==> config.mk <==
export PLATFORM = sky130hd
export DESIGN_NAME = cpu_controller_flat
export DESIGN_NICKNAME = d
export VERILOG_FILES = /design/src/rtl/cpu_controller_if.sv /design/src/rtl/cpu_controller.sv /design/src/flat_wrapper.sv
export SDC_FILE = /design/constraint.sdc
export NUM_CORES = 1
export LEC_CHECK = 0
export CAP_MARGIN = 20
export CELL_PAD_IN_SITES_DETAIL_PLACEMENT = 1
export CELL_PAD_IN_SITES_GLOBAL_PLACEMENT = 1
export CORE_AREA = 2 2 81 83
export CTS_BUF_LIST = sky130_fd_sc_hd__clkbuf_4
export DETAILED_ROUTE_END_ITERATION = 8
export DIE_AREA = 0 0 83 85
export PLACE_DENSITY = 0.86
export SLEW_MARGIN = 10
export SYNTH_ARGS = -nofsm -noshare
export SYNTH_HDL_FRONTEND = slang
export SYNTH_SLANG_ARGS = --single-unit
==> constraint.sdc <==
create_clock -name clk -period 4.9 [get_ports clk]
set_input_delay 0.98 -clock clk [delete_from_list [all_inputs] [get_ports clk]]
set_output_delay 0.98 -clock clk [all_outputs]
set_load 0.02 [all_outputs]
==> src/rtl/cpu_controller_if.sv <==
// rtl/cpu_controller_if.sv - control bundle between cpu_controller and the datapath, memory and PC logic
//
// Purpose: gathers the instruction/status inputs and every control output of
// the Simple RISC Machine controller into one bundle.
//   master modport : cpu_controller (consumes ir, Z_out; drives all controls)
//   slave  modport : datapath / memory / PC side
// Signals:
//   ir[15:0]        instruction register contents
//   Z_out[2:0]      status flags {overflow, negative, zero}
//   vsel[1:0]       register-file write-data select
//   writenum/readnum register numbers
//   write, loada, loadb, loadc, loads, asel, bsel  datapath controls
//   shift[1:0], ALUop[1:0]  shifter and ALU ops
//   sximm5/sximm8   sign-extended immediates
//   mem_cmd[1:0], addr_sel  memory command and address source
//   load_ir, load_addr, load_pc, reset_pc, pc_sel[1:0]  IR/address/PC controls
//   halted          high while halted
interface cpu_controller_if;
  logic [15:0] ir;
  logic [2:0]  Z_out;
  logic [1:0]  vsel;
  logic [2:0]  writenum;
  logic [2:0]  readnum;
  logic        write;
  logic        loada;
  logic        loadb;
  logic        loadc;
  logic        loads;
  logic        asel;
  logic        bsel;
  logic [1:0]  shift;
  logic [1:0]  ALUop;
  logic [15:0] sximm5;
  logic [15:0] sximm8;
  logic [1:0]  mem_cmd;
  logic        addr_sel;
  logic        load_ir;
  logic        load_addr;
  logic        load_pc;
  logic        reset_pc;
  logic [1:0]  pc_sel;
  logic        halted;

  modport master (
    input  ir, Z_out,
    output vsel, writenum, readnum, write, loada, loadb, loadc, loads, asel, bsel,
           shift, ALUop, sximm5, sximm8, mem_cmd, addr_sel, load_ir, load_addr,
           load_pc, reset_pc, pc_sel, halted
  );

  modport slave (
    output ir, Z_out,
    input  vsel, writenum, readnum, write, loada, loadb, loadc, loads, asel, bsel,
           shift, ALUop, sximm5, sximm8, mem_cmd, addr_sel, load_ir, load_addr,
           load_pc, reset_pc, pc_sel, halted
  );
endinterface

==> src/rtl/cpu_controller.sv <==
// rtl/cpu_controller.sv - Moore FSM sequencing fetch, decode and execute of the Simple RISC Machine
//
// Purpose: fetches each instruction, decodes ir and drives every datapath,
// memory and PC control; evaluates branch conditions from Z_out in DECODE.
// Ports:
//   clk      rising-edge clock
//   reset_n  asynchronous active-low reset (forces the RESET state at once)
//   bus      cpu_controller_if.master: ir/Z_out in, all control outputs out
// Control outputs are registered: each edge loads the output pattern of the
// state being entered, so they depend only on the state register and ir.
module cpu_controller (
  input  logic             clk,
  input  logic             reset_n,
  cpu_controller_if.master bus
);

  localparam logic [2:0] LINK_REG = 3'd7;

  // {opcode, op} encodings
  localparam logic [4:0] I_MOV_IMM = 5'b110_10;
  localparam logic [4:0] I_MOV_REG = 5'b110_00;
  localparam logic [4:0] I_ADD     = 5'b101_00;
  localparam logic [4:0] I_CMP     = 5'b101_01;
  localparam logic [4:0] I_AND     = 5'b101_10;
  localparam logic [4:0] I_MVN     = 5'b101_11;
  localparam logic [4:0] I_LDR     = 5'b011_00;
  localparam logic [4:0] I_STR     = 5'b100_00;
  localparam logic [4:0] I_B       = 5'b001_00;
  localparam logic [4:0] I_BX      = 5'b010_00;
  localparam logic [4:0] I_BLX     = 5'b010_10;
  localparam logic [4:0] I_BL      = 5'b010_11;
  localparam logic [4:0] I_HALT    = 5'b111_00;

  typedef enum logic [4:0] {
    S_RESET, S_IF1, S_IF2, S_UPDATE_PC, S_DECODE,
    S_WRITE_IMM, S_GET_A, S_GET_B, S_CALC, S_WRITE_REG,
    S_CALC_ADDR, S_LOAD_ADDR, S_MEM_RD, S_WRITE_MEM,
    S_GET_RD, S_MOVE_B, S_MEM_WR,
    S_BRANCH, S_WRITE_LR, S_LOAD_PC_REG, S_HALT
  } state_t;

  typedef struct packed {
    logic [1:0] vsel;
    logic [2:0] writenum;
    logic [2:0] readnum;
    logic       write;
    logic       loada;
    logic       loadb;
    logic       loadc;
    logic       loads;
    logic       asel;
    logic       bsel;
    logic [1:0] shift;
    logic [1:0] alu_op;
    logic [1:0] mem_cmd;
    logic       addr_sel;
    logic       load_ir;
    logic       load_addr;
    logic       load_pc;
    logic       reset_pc;
    logic [1:0] pc_sel;
    logic       halted;
  } ctrl_t;

  state_t state;
  state_t state_nxt;
  ctrl_t  ctrl;
  ctrl_t  ctrl_nxt;

  logic [2:0] opcode;
  logic [1:0] op;
  logic [4:0] ins;
  logic [2:0] rn;
  logic [2:0] rd;
  logic [2:0] rm;
  logic [2:0] cond;
  logic       zf;
  logic       nf;
  logic       vf;
  logic       cond_true;

  assign opcode = bus.ir[15:13];
  assign op     = bus.ir[12:11];
  assign ins    = {opcode, op};
  assign rn     = bus.ir[10:8];
  assign rd     = bus.ir[7:5];
  assign rm     = bus.ir[2:0];
  assign cond   = bus.ir[10:8];

  assign zf = bus.Z_out[0];
  assign nf = bus.Z_out[1];
  assign vf = bus.Z_out[2];

  // Branch condition; undefined cond codes are never taken.
  always_comb begin
    cond_true = 1'b0;
    case (cond)
      3'b000:  cond_true = 1'b1;
      3'b001:  cond_true = zf;
      3'b010:  cond_true = ~zf;
      3'b011:  cond_true = nf ^ vf;
      3'b100:  cond_true = (nf ^ vf) | zf;
      default: cond_true = 1'b0;
    endcase
  end

  // Next state. Multi-instruction states (GET_A, CALC, LOAD_ADDR, MOVE_B,
  // WRITE_LR) pick their successor from ir, which is held stable until the
  // next IF2.
  always_comb begin
    state_nxt = S_IF1;
    case (state)
      S_RESET:     state_nxt = S_IF1;
      S_IF1:       state_nxt = S_IF2;
      S_IF2:       state_nxt = S_UPDATE_PC;
      S_UPDATE_PC: state_nxt = S_DECODE;
      S_DECODE: begin
        case (ins)
          I_MOV_IMM:                           state_nxt = S_WRITE_IMM;
          I_MOV_REG, I_MVN:                    state_nxt = S_GET_B;
          I_ADD, I_AND, I_CMP, I_LDR, I_STR:   state_nxt = S_GET_A;
          I_B:                                 state_nxt = cond_true ? S_BRANCH : S_IF1;
          I_BL, I_BLX:                         state_nxt = S_WRITE_LR;
          I_BX:                                state_nxt = S_GET_RD;
          I_HALT:                              state_nxt = S_HALT;
          default:                             state_nxt = S_IF1;
        endcase
      end
      S_GET_A:       state_nxt = (opcode == 3'b101) ? S_GET_B : S_CALC_ADDR;
      S_GET_B:       state_nxt = S_CALC;
      S_CALC:        state_nxt = (ins == I_CMP) ? S_IF1 : S_WRITE_REG;
      S_CALC_ADDR:   state_nxt = S_LOAD_ADDR;
      S_LOAD_ADDR:   state_nxt = (ins == I_LDR) ? S_MEM_RD : S_GET_RD;
      S_MEM_RD:      state_nxt = S_WRITE_MEM;
      S_GET_RD:      state_nxt = S_MOVE_B;
      S_MOVE_B:      state_nxt = (ins == I_STR) ? S_MEM_WR : S_LOAD_PC_REG;
      S_WRITE_LR:    state_nxt = (ins == I_BL) ? S_BRANCH : S_GET_RD;
      S_HALT:        state_nxt = S_HALT;
      default:       state_nxt = S_IF1;
    endcase
  end

  // Output pattern of the state about to be entered.
  always_comb begin
    ctrl_nxt = '0;
    case (state_nxt)
      S_RESET: begin
        ctrl_nxt.reset_pc = 1'b1;
        ctrl_nxt.load_pc  = 1'b1;
      end
      S_IF1: begin
        ctrl_nxt.addr_sel = 1'b1;
        ctrl_nxt.mem_cmd  = 2'b01;
      end
      S_IF2: begin
        ctrl_nxt.addr_sel = 1'b1;
        ctrl_nxt.mem_cmd  = 2'b01;
        ctrl_nxt.load_ir  = 1'b1;
      end
      S_UPDATE_PC: begin
        ctrl_nxt.load_pc = 1'b1;
        ctrl_nxt.pc_sel  = 2'b00;
      end
      S_WRITE_IMM: begin
        ctrl_nxt.vsel     = 2'b10;
        ctrl_nxt.writenum = rn;
        ctrl_nxt.write    = 1'b1;
      end
      S_GET_A: begin
        ctrl_nxt.readnum = rn;
        ctrl_nxt.loada   = 1'b1;
      end
      S_GET_B: begin
        ctrl_nxt.readnum = rm;
        ctrl_nxt.loadb   = 1'b1;
      end
      S_CALC: begin
        ctrl_nxt.shift = bus.ir[4:3];
        case (ins)
          I_MOV_REG: begin
            ctrl_nxt.asel   = 1'b1;
            ctrl_nxt.alu_op = 2'b00;
            ctrl_nxt.loadc  = 1'b1;
          end
          I_MVN: begin
            ctrl_nxt.alu_op = 2'b11;
            ctrl_nxt.loadc  = 1'b1;
          end
          I_CMP: begin
            // Only the status register is updated; C is left untouched.
            ctrl_nxt.alu_op = 2'b01;
            ctrl_nxt.loads  = 1'b1;
          end
          default: begin
            ctrl_nxt.alu_op = op;
            ctrl_nxt.loadc  = 1'b1;
          end
        endcase
      end
      S_WRITE_REG: begin
        ctrl_nxt.vsel     = 2'b00;
        ctrl_nxt.writenum = rd;
        ctrl_nxt.write    = 1'b1;
      end
      S_CALC_ADDR: begin
        ctrl_nxt.bsel   = 1'b1;
        ctrl_nxt.alu_op = 2'b00;
        ctrl_nxt.loadc  = 1'b1;
      end
      S_LOAD_ADDR: ctrl_nxt.load_addr = 1'b1;
      S_MEM_RD: begin
        ctrl_nxt.addr_sel = 1'b0;
        ctrl_nxt.mem_cmd  = 2'b01;
      end
      S_WRITE_MEM: begin
        ctrl_nxt.addr_sel = 1'b0;
        ctrl_nxt.mem_cmd  = 2'b01;
        ctrl_nxt.vsel     = 2'b11;
        ctrl_nxt.writenum = rd;
        ctrl_nxt.write    = 1'b1;
      end
      S_GET_RD: begin
        ctrl_nxt.readnum = rd;
        ctrl_nxt.loadb   = 1'b1;
      end
      S_MOVE_B: begin
        ctrl_nxt.asel   = 1'b1;
        ctrl_nxt.alu_op = 2'b00;
        ctrl_nxt.loadc  = 1'b1;
      end
      S_MEM_WR: begin
        ctrl_nxt.addr_sel = 1'b0;
        ctrl_nxt.mem_cmd  = 2'b10;
      end
      S_BRANCH: begin
        ctrl_nxt.load_pc = 1'b1;
        ctrl_nxt.pc_sel  = 2'b01;
      end
      S_WRITE_LR: begin
        // PC already holds the incremented address from UPDATE_PC.
        ctrl_nxt.vsel     = 2'b01;
        ctrl_nxt.writenum = LINK_REG;
        ctrl_nxt.write    = 1'b1;
      end
      S_LOAD_PC_REG: begin
        ctrl_nxt.load_pc = 1'b1;
        ctrl_nxt.pc_sel  = 2'b10;
      end
      S_HALT: ctrl_nxt.halted = 1'b1;
      default: ctrl_nxt = '0;
    endcase
  end

  always_ff @(posedge clk or negedge reset_n) begin
    if (!reset_n) begin
      state            <= S_RESET;
      ctrl             <= '0;
      ctrl.reset_pc    <= 1'b1;
      ctrl.load_pc     <= 1'b1;
    end else begin
      state <= state_nxt;
      ctrl  <= ctrl_nxt;
    end
  end

  assign bus.vsel      = ctrl.vsel;
  assign bus.writenum  = ctrl.writenum;
  assign bus.readnum   = ctrl.readnum;
  assign bus.write     = ctrl.write;
  assign bus.loada     = ctrl.loada;
  assign bus.loadb     = ctrl.loadb;
  assign bus.loadc     = ctrl.loadc;
  assign bus.loads     = ctrl.loads;
  assign bus.asel      = ctrl.asel;
  assign bus.bsel      = ctrl.bsel;
  assign bus.shift     = ctrl.shift;
  assign bus.ALUop     = ctrl.alu_op;
  assign bus.mem_cmd   = ctrl.mem_cmd;
  assign bus.addr_sel  = ctrl.addr_sel;
  assign bus.load_ir   = ctrl.load_ir;
  assign bus.load_addr = ctrl.load_addr;
  assign bus.load_pc   = ctrl.load_pc;
  assign bus.reset_pc  = ctrl.reset_pc;
  assign bus.pc_sel    = ctrl.pc_sel;
  assign bus.halted    = ctrl.halted;

  assign bus.sximm5 = {{11{bus.ir[4]}}, bus.ir[4:0]};
  assign bus.sximm8 = {{8{bus.ir[7]}}, bus.ir[7:0]};

endmodule

==> src/flat_wrapper.sv <==
// flat-port wrapper written by rule: the top's interface ports become plain ports
module cpu_controller_flat 
  (clk, reset_n, bus_ir, bus_Z_out, bus_vsel, bus_writenum, bus_readnum, bus_write, bus_loada, bus_loadb, bus_loadc, bus_loads, bus_asel, bus_bsel, bus_shift, bus_ALUop, bus_sximm5, bus_sximm8, bus_mem_cmd, bus_addr_sel, bus_load_ir, bus_load_addr, bus_load_pc, bus_reset_pc, bus_pc_sel, bus_halted);
  cpu_controller_if bus_i ();
  input  logic clk;
  input  logic reset_n;
  input wire logic [$bits(bus_i.ir)-1:0] bus_ir;
  input wire logic [$bits(bus_i.Z_out)-1:0] bus_Z_out;
  output wire logic [$bits(bus_i.vsel)-1:0] bus_vsel;
  output wire logic [$bits(bus_i.writenum)-1:0] bus_writenum;
  output wire logic [$bits(bus_i.readnum)-1:0] bus_readnum;
  output wire logic [$bits(bus_i.write)-1:0] bus_write;
  output wire logic [$bits(bus_i.loada)-1:0] bus_loada;
  output wire logic [$bits(bus_i.loadb)-1:0] bus_loadb;
  output wire logic [$bits(bus_i.loadc)-1:0] bus_loadc;
  output wire logic [$bits(bus_i.loads)-1:0] bus_loads;
  output wire logic [$bits(bus_i.asel)-1:0] bus_asel;
  output wire logic [$bits(bus_i.bsel)-1:0] bus_bsel;
  output wire logic [$bits(bus_i.shift)-1:0] bus_shift;
  output wire logic [$bits(bus_i.ALUop)-1:0] bus_ALUop;
  output wire logic [$bits(bus_i.sximm5)-1:0] bus_sximm5;
  output wire logic [$bits(bus_i.sximm8)-1:0] bus_sximm8;
  output wire logic [$bits(bus_i.mem_cmd)-1:0] bus_mem_cmd;
  output wire logic [$bits(bus_i.addr_sel)-1:0] bus_addr_sel;
  output wire logic [$bits(bus_i.load_ir)-1:0] bus_load_ir;
  output wire logic [$bits(bus_i.load_addr)-1:0] bus_load_addr;
  output wire logic [$bits(bus_i.load_pc)-1:0] bus_load_pc;
  output wire logic [$bits(bus_i.reset_pc)-1:0] bus_reset_pc;
  output wire logic [$bits(bus_i.pc_sel)-1:0] bus_pc_sel;
  output wire logic [$bits(bus_i.halted)-1:0] bus_halted;
  assign bus_i.ir = bus_ir;
  assign bus_i.Z_out = bus_Z_out;
  assign bus_vsel = bus_i.vsel;
  assign bus_writenum = bus_i.writenum;
  assign bus_readnum = bus_i.readnum;
  assign bus_write = bus_i.write;
  assign bus_loada = bus_i.loada;
  assign bus_loadb = bus_i.loadb;
  assign bus_loadc = bus_i.loadc;
  assign bus_loads = bus_i.loads;
  assign bus_asel = bus_i.asel;
  assign bus_bsel = bus_i.bsel;
  assign bus_shift = bus_i.shift;
  assign bus_ALUop = bus_i.ALUop;
  assign bus_sximm5 = bus_i.sximm5;
  assign bus_sximm8 = bus_i.sximm8;
  assign bus_mem_cmd = bus_i.mem_cmd;
  assign bus_addr_sel = bus_i.addr_sel;
  assign bus_load_ir = bus_i.load_ir;
  assign bus_load_addr = bus_i.load_addr;
  assign bus_load_pc = bus_i.load_pc;
  assign bus_reset_pc = bus_i.reset_pc;
  assign bus_pc_sel = bus_i.pc_sel;
  assign bus_halted = bus_i.halted;
  cpu_controller u_core (.clk(clk), .reset_n(reset_n), .bus(bus_i));
endmodule
# After elaboration in Yosys (flattened, before gate mapping)
# Index checks and enable logic that the tools add are counted.
[totals]
elab_cells = 117
input_bits = 21
output_inout_bits = 61
reg_bits = 34
[op_classes]
n_reduce_logical = 11
muxes = 31
eq_ne = 51
bitwise = 3
[op_table]
columns = ["op", "count"]
rows = [
  ["$eq 5x4->1 const B", 18],
  ["$eq 5x5->1 const B", 15],
  ["$pmux 5 s14", 1],
  ["$eq 5x3->1 const B", 7],
  ["$pmux 5 s7", 1],
  ["$eq 5x2->1 const B", 4],
  ["$pmux 5 s4", 1],
  ["$pmux 3 s3", 2],
  ["$mux 1", 13],
  ["$reduce_or 2->1", 6],
  ["$eq 5x1->1 const B", 2],
  ["$mux 5", 2],
  ["$mux 2", 4],
  ["$mux 4", 2],
  ["$reduce_or 4->1", 2],
  ["$eq 3x2->1 const B", 2],
  ["$eq 3x3->1 const B", 2],
  ["$pmux 2 s3", 1],
  ["$logic_not 5->1", 1],
  ["$pmux 1 s5", 1],
  ["$reduce_or 5->1", 1],
  ["$pmux 1 s2", 2],
  ["$pmux 2 s2", 1],
  ["$eq 3x1->1 const B", 1],
  ["other kinds (4)", 4],
]

# Logic depth before layout (Yosys ltp)
[logic_depth]
word_depth = 9
mapped_depth = 9
depth_no_buf = 7

# Least setup slack after synthesis
# OpenSTA, ideal clock, no wires.
[synth_timing]
path_type = "input port to flip-flop"
startpoint = "input port bus_ir[15]"
endpoint = "register u_core.ctrl, in the netlist u_core.bus.writenum[2]"
n_path_buf = 1
arrival_ns = 2.770
path_stages = 8
setup_slack_ns = 2.063
t_required_ns = 4.833
setup_time_ns = 0.067
path_cell_list = "buf_4 > and3b_2 > nor4_1 > a21o_1 > or4_4 > nand3b_4 > nor3_1 > a221o_1"
[synth_rtl]
columns = ["item", "line", "text"]
rows = [
  ["start, declared", "flat_wrapper.sv:7", "input wire logic [$bits(bus_i.ir)-1:0] bus_ir;"],
  ["end signal, assigned", "cpu_controller.sv:262", "ctrl <= ctrl_nxt;"],
  ["end, declared", "cpu_controller.sv:67", "ctrl_t ctrl;"],
]

==> results.json <==
{
  "pwr-share-comb_pct": 53.6,
  "swShare_pct": 42.4,
  "cts.htree.levels": 2,
  "tns_ns": 0,
  "wl_mm": 5.79,
  "hpwlAfterDp_mm": 4.30,
  "cts_sinks": 34,
  "grt_max_degree": 35,
  "holdCritStartpoint": "u_core.state[4]",
  "finClkSkew_ns": 0.0104,
  "slew_viol_final": 0,
  "crit_path_end_kind": "flop",
  "grt_use_met2_pct": 29.2,
  "worstPathRequired_ns": 5.18,
  "reg2reg_slack_ns": 2.00,
  "hold_viol": 0,
  "syn_area_um2": 2110,
  "power.density_nw_per_um2": 523,
  "drt_iter0_drc": 128,
  "grt_use_total_pct": 17.0,
  "coreArea_um2": 6200,
  "dieWidth_um": 83,
  "relSlewSlack_pct": 52.7,
  "r2r_start": "u_core.state[1]",
  "io_pins": 82,
  "p_switching_mw": 0.630,
  "rsz0062_at_grt": "no",
  "synth-main-ff-cell": "dfrtp_1",
  "die_area_um2": 7060,
  "drtAntennaViolNets": 0,
  "whs_endpoint": "u_core.bus.load_ir",
  "cap_viol_max_count": 0,
  "fin_nets": 300,
  "syn_inst": 232,
  "area_delta_synth_final_pct": 34.5,
  "irDropWorstVdd_mv": 0.237,
  "n_antenna_cell": 0,
  "synth_warnings": 0,
  "p_int_mw": 0.855,
  "synth_edf_count": 0,
  "gp_routability_congestion": 0.897,
  "worstSetupPathType": "primary input to flop",
  "rows": 29,
  "yosys-top-cells-count": "buf_4 (33), dfrtp_1 (32), nand2_1 (18)",
  "fin_crit_sh_pct": 73.9,
  "antenna_found_initial": 0,
  "min_path_type": "flop to flop",
  "p_leak_nw": 1.18,
  "port_buffers": 81,
  "grt_util_met3_pct": 4.38,
  "clk_path_buf_depth": 2,
  "routedWlPerCell_um": 16.2,
  "grt_pass1_vias": 1957,
  "cts_root_buffer": "clkbuf_4",
  "max_stage_delay_ns": 0.59,
  "clkLatencyLatePin_ns": 0.34,
  "status": "complete, no violations",
  "synth.largest_area_cell": "dfrtp_1",
  "post-route-min-period_ns": 3.62,
  "post-cts-setup-buffer-count": 0,
  "synthTopCellsByArea": "dfrtp_1 (38%), buf_4 (12%), nand2_1 (3.2%)",
  "drive_gt1_share_pct": 7.14,
  "crit_fanout": 12,
  "synthArstFlopShare_pct": 100,
  "p_seq_share_pct": 29.1,
  "vias": 1873,
  "holdPathStages": 1,
  "crit_slowest_cell": "or4_4",
  "ctsResizeCount": 0,
  "fill_cells": 713,
  "path_cells": "clkdlybuf4s50_1, and2b_1, nand4_1, a21o_1, or4_4, nand3b_4, nor3_1, a221o_1",
  "cts_buffers": 5,
  "yosysMostFrequentCell": "buf_4",
  "power_mw": 1.48,
  "die_h_um": 85,
  "yosysUniqueCellTypes": 57,
  "avgSynthCellArea_um2": 9.10,
  "top_usage_layer": "met2",
  "drc": 0,
  "clk_pin_slew_worst_paths_ns": 0.11,
  "arrival_ns": 3.90,
  "firstDrtPassIters": 4,
  "synth_fp_nets": 253,
  "avgViaCountPerCell": 5.25,
  "grt_util_met1_pct": 21.1,
  "r2r_end": "u_core.bus.writenum[0]",
  "grt_pass1_wl_mm": 9.72,
  "setup_viol": 0,
  "synth_top_area_share_pct": 37.9,
  "initial_utilization_pct": 34.0,
  "critPathLaunchType": "primary input",
  "worstRegToRegCells": 6,
  "clkPwrFrac_pct": 17.3,
  "max_freq_mhz": 276,
  "ys_seq_elements": 34,
  "grt-ovfl-total": 0,
  "hold_buffers": 0,
  "worst_pin_slew_ns": 0.708,
  "ys_seq_area_share_pct": 40.4,
  "cts_tree": "built"
}
worst max path at each step:
stage / start / end
finish: bus_ir[14] / u_core.bus.writenum[0]
global route: bus_ir[14] / u_core.bus.writenum[2]
CTS: bus_ir[14] / u_core.bus.writenum[0]
detailed placement: bus_ir[14] / u_core.bus.writenum[0]
global placement: bus_ir[14] / u_core.bus.writenum[2]
floorplan: bus_ir[15] / u_core.bus.writenum[2]
cell usage in the layout (no fill, tap or decap), types with 2 or more instances in the layout:
cell,synthesis,layout
a211o_1,2,2
a211oi_1,3,3
a21oi_1,11,11
a221o_1,3,3
a2bb2oi_1,2,2
a31oi_1,3,3
and2_1,7,7
and2b_1,2,2
bufinv_16,0,2
clkbuf_4,0,5
clkdlybuf4s50_1,0,81
dfrtp_1,32,32
dfstp_2,2,2
inv_1,10,10
nand2_1,18,18
nand2b_1,9,9
nand3_1,7,7
nand4_1,2,2
nor2_1,8,8
nor2b_1,3,3
nor3_1,13,13
nor4_1,3,3
o21ai_0,8,8
o22a_1,3,3
o32ai_1,2,2
or3_1,5,5
xnor2_1,2,2
power groups by stage:
stage | registers [mW] | clock network [mW] | logic, mW
after floorplan | 0.460 | 0 | 0.507
after global placement | 0.437 | 0 | 0.765
after detailed placement | 0.435 | 0 | 0.794
after CTS | 0.430 | 0.262 | 0.801
after global routing | 0.443 | 0.272 | 0.879
final | 0.431 | 0.257 | 0.796
critical path, delay by kind of cell:
family / cells / cell delay (ns)
AOI/OAI and AO/OA: 2 / 0.49
buffers and inverters: 1 / 0.54
and+or+nand+nor: 5 / 1.88
cells by family (layout without fill, tap and decap cells):
group | count (synthesis) | after routing | synth area share, %
xor gates and xnor gates | 3 | 3 | 1.24
and+or+nand+nor | 91 | 91 | 25.3
DFF | 34 | 34 | 40.4
other | 1 | 1 | 0.178
buffers and inverters | 52 | 100 | 15.3
AOI/OAI and AO/OA | 51 | 51 | 17.5
registers in the layout, summed over array words and instances, names as in the netlist, 2 cells and up:
register,cells
u_core.state,5
u_core.bus.readnum,3
u_core.bus.writenum,3
u_core.bus.ALUop,2
u_core.bus.mem_cmd,2
u_core.bus.pc_sel,2
u_core.bus.shift,2
u_core.bus.vsel,2
per-stage QoR:
step	worst slack (ns)	hold slack, ns	cell area [um2]	instances	util, %
2_1_floorplan	2.06	0.493	2110	232	-
3_3_place_gp	1.12	0.746	2740	349	44.2
3_5_place_dp	0.916	0.750	2740	349	44.2
4_1_cts	1.31	0.751	2840	357	45.8
5_1_grt	1.09	0.794	2840	357	45.8
6_report	1.28	0.778	2840	357	45.8
per-layer routing:
layer	wire length (um)	share of wire, %	vias up
met2	2860	49	71
met1	2530	44	909
met3	316	5.5	10
li1	-	-	883
met4	88	1.5	0
met5	0	0	-
area by class of cell:
class	instances	area [um2]	area share (%)
repair buffers	82	818	28.8
well taps	77	96.3	3.39
flip-flops and latches	34	853	30.0
clock buffers	5	37.5	1.32
clock inverters	3	63.8	2.25
inverters	10	37.5	1.32
multi-input cells	146	935	32.9
(Power assumes the default switching activity.)
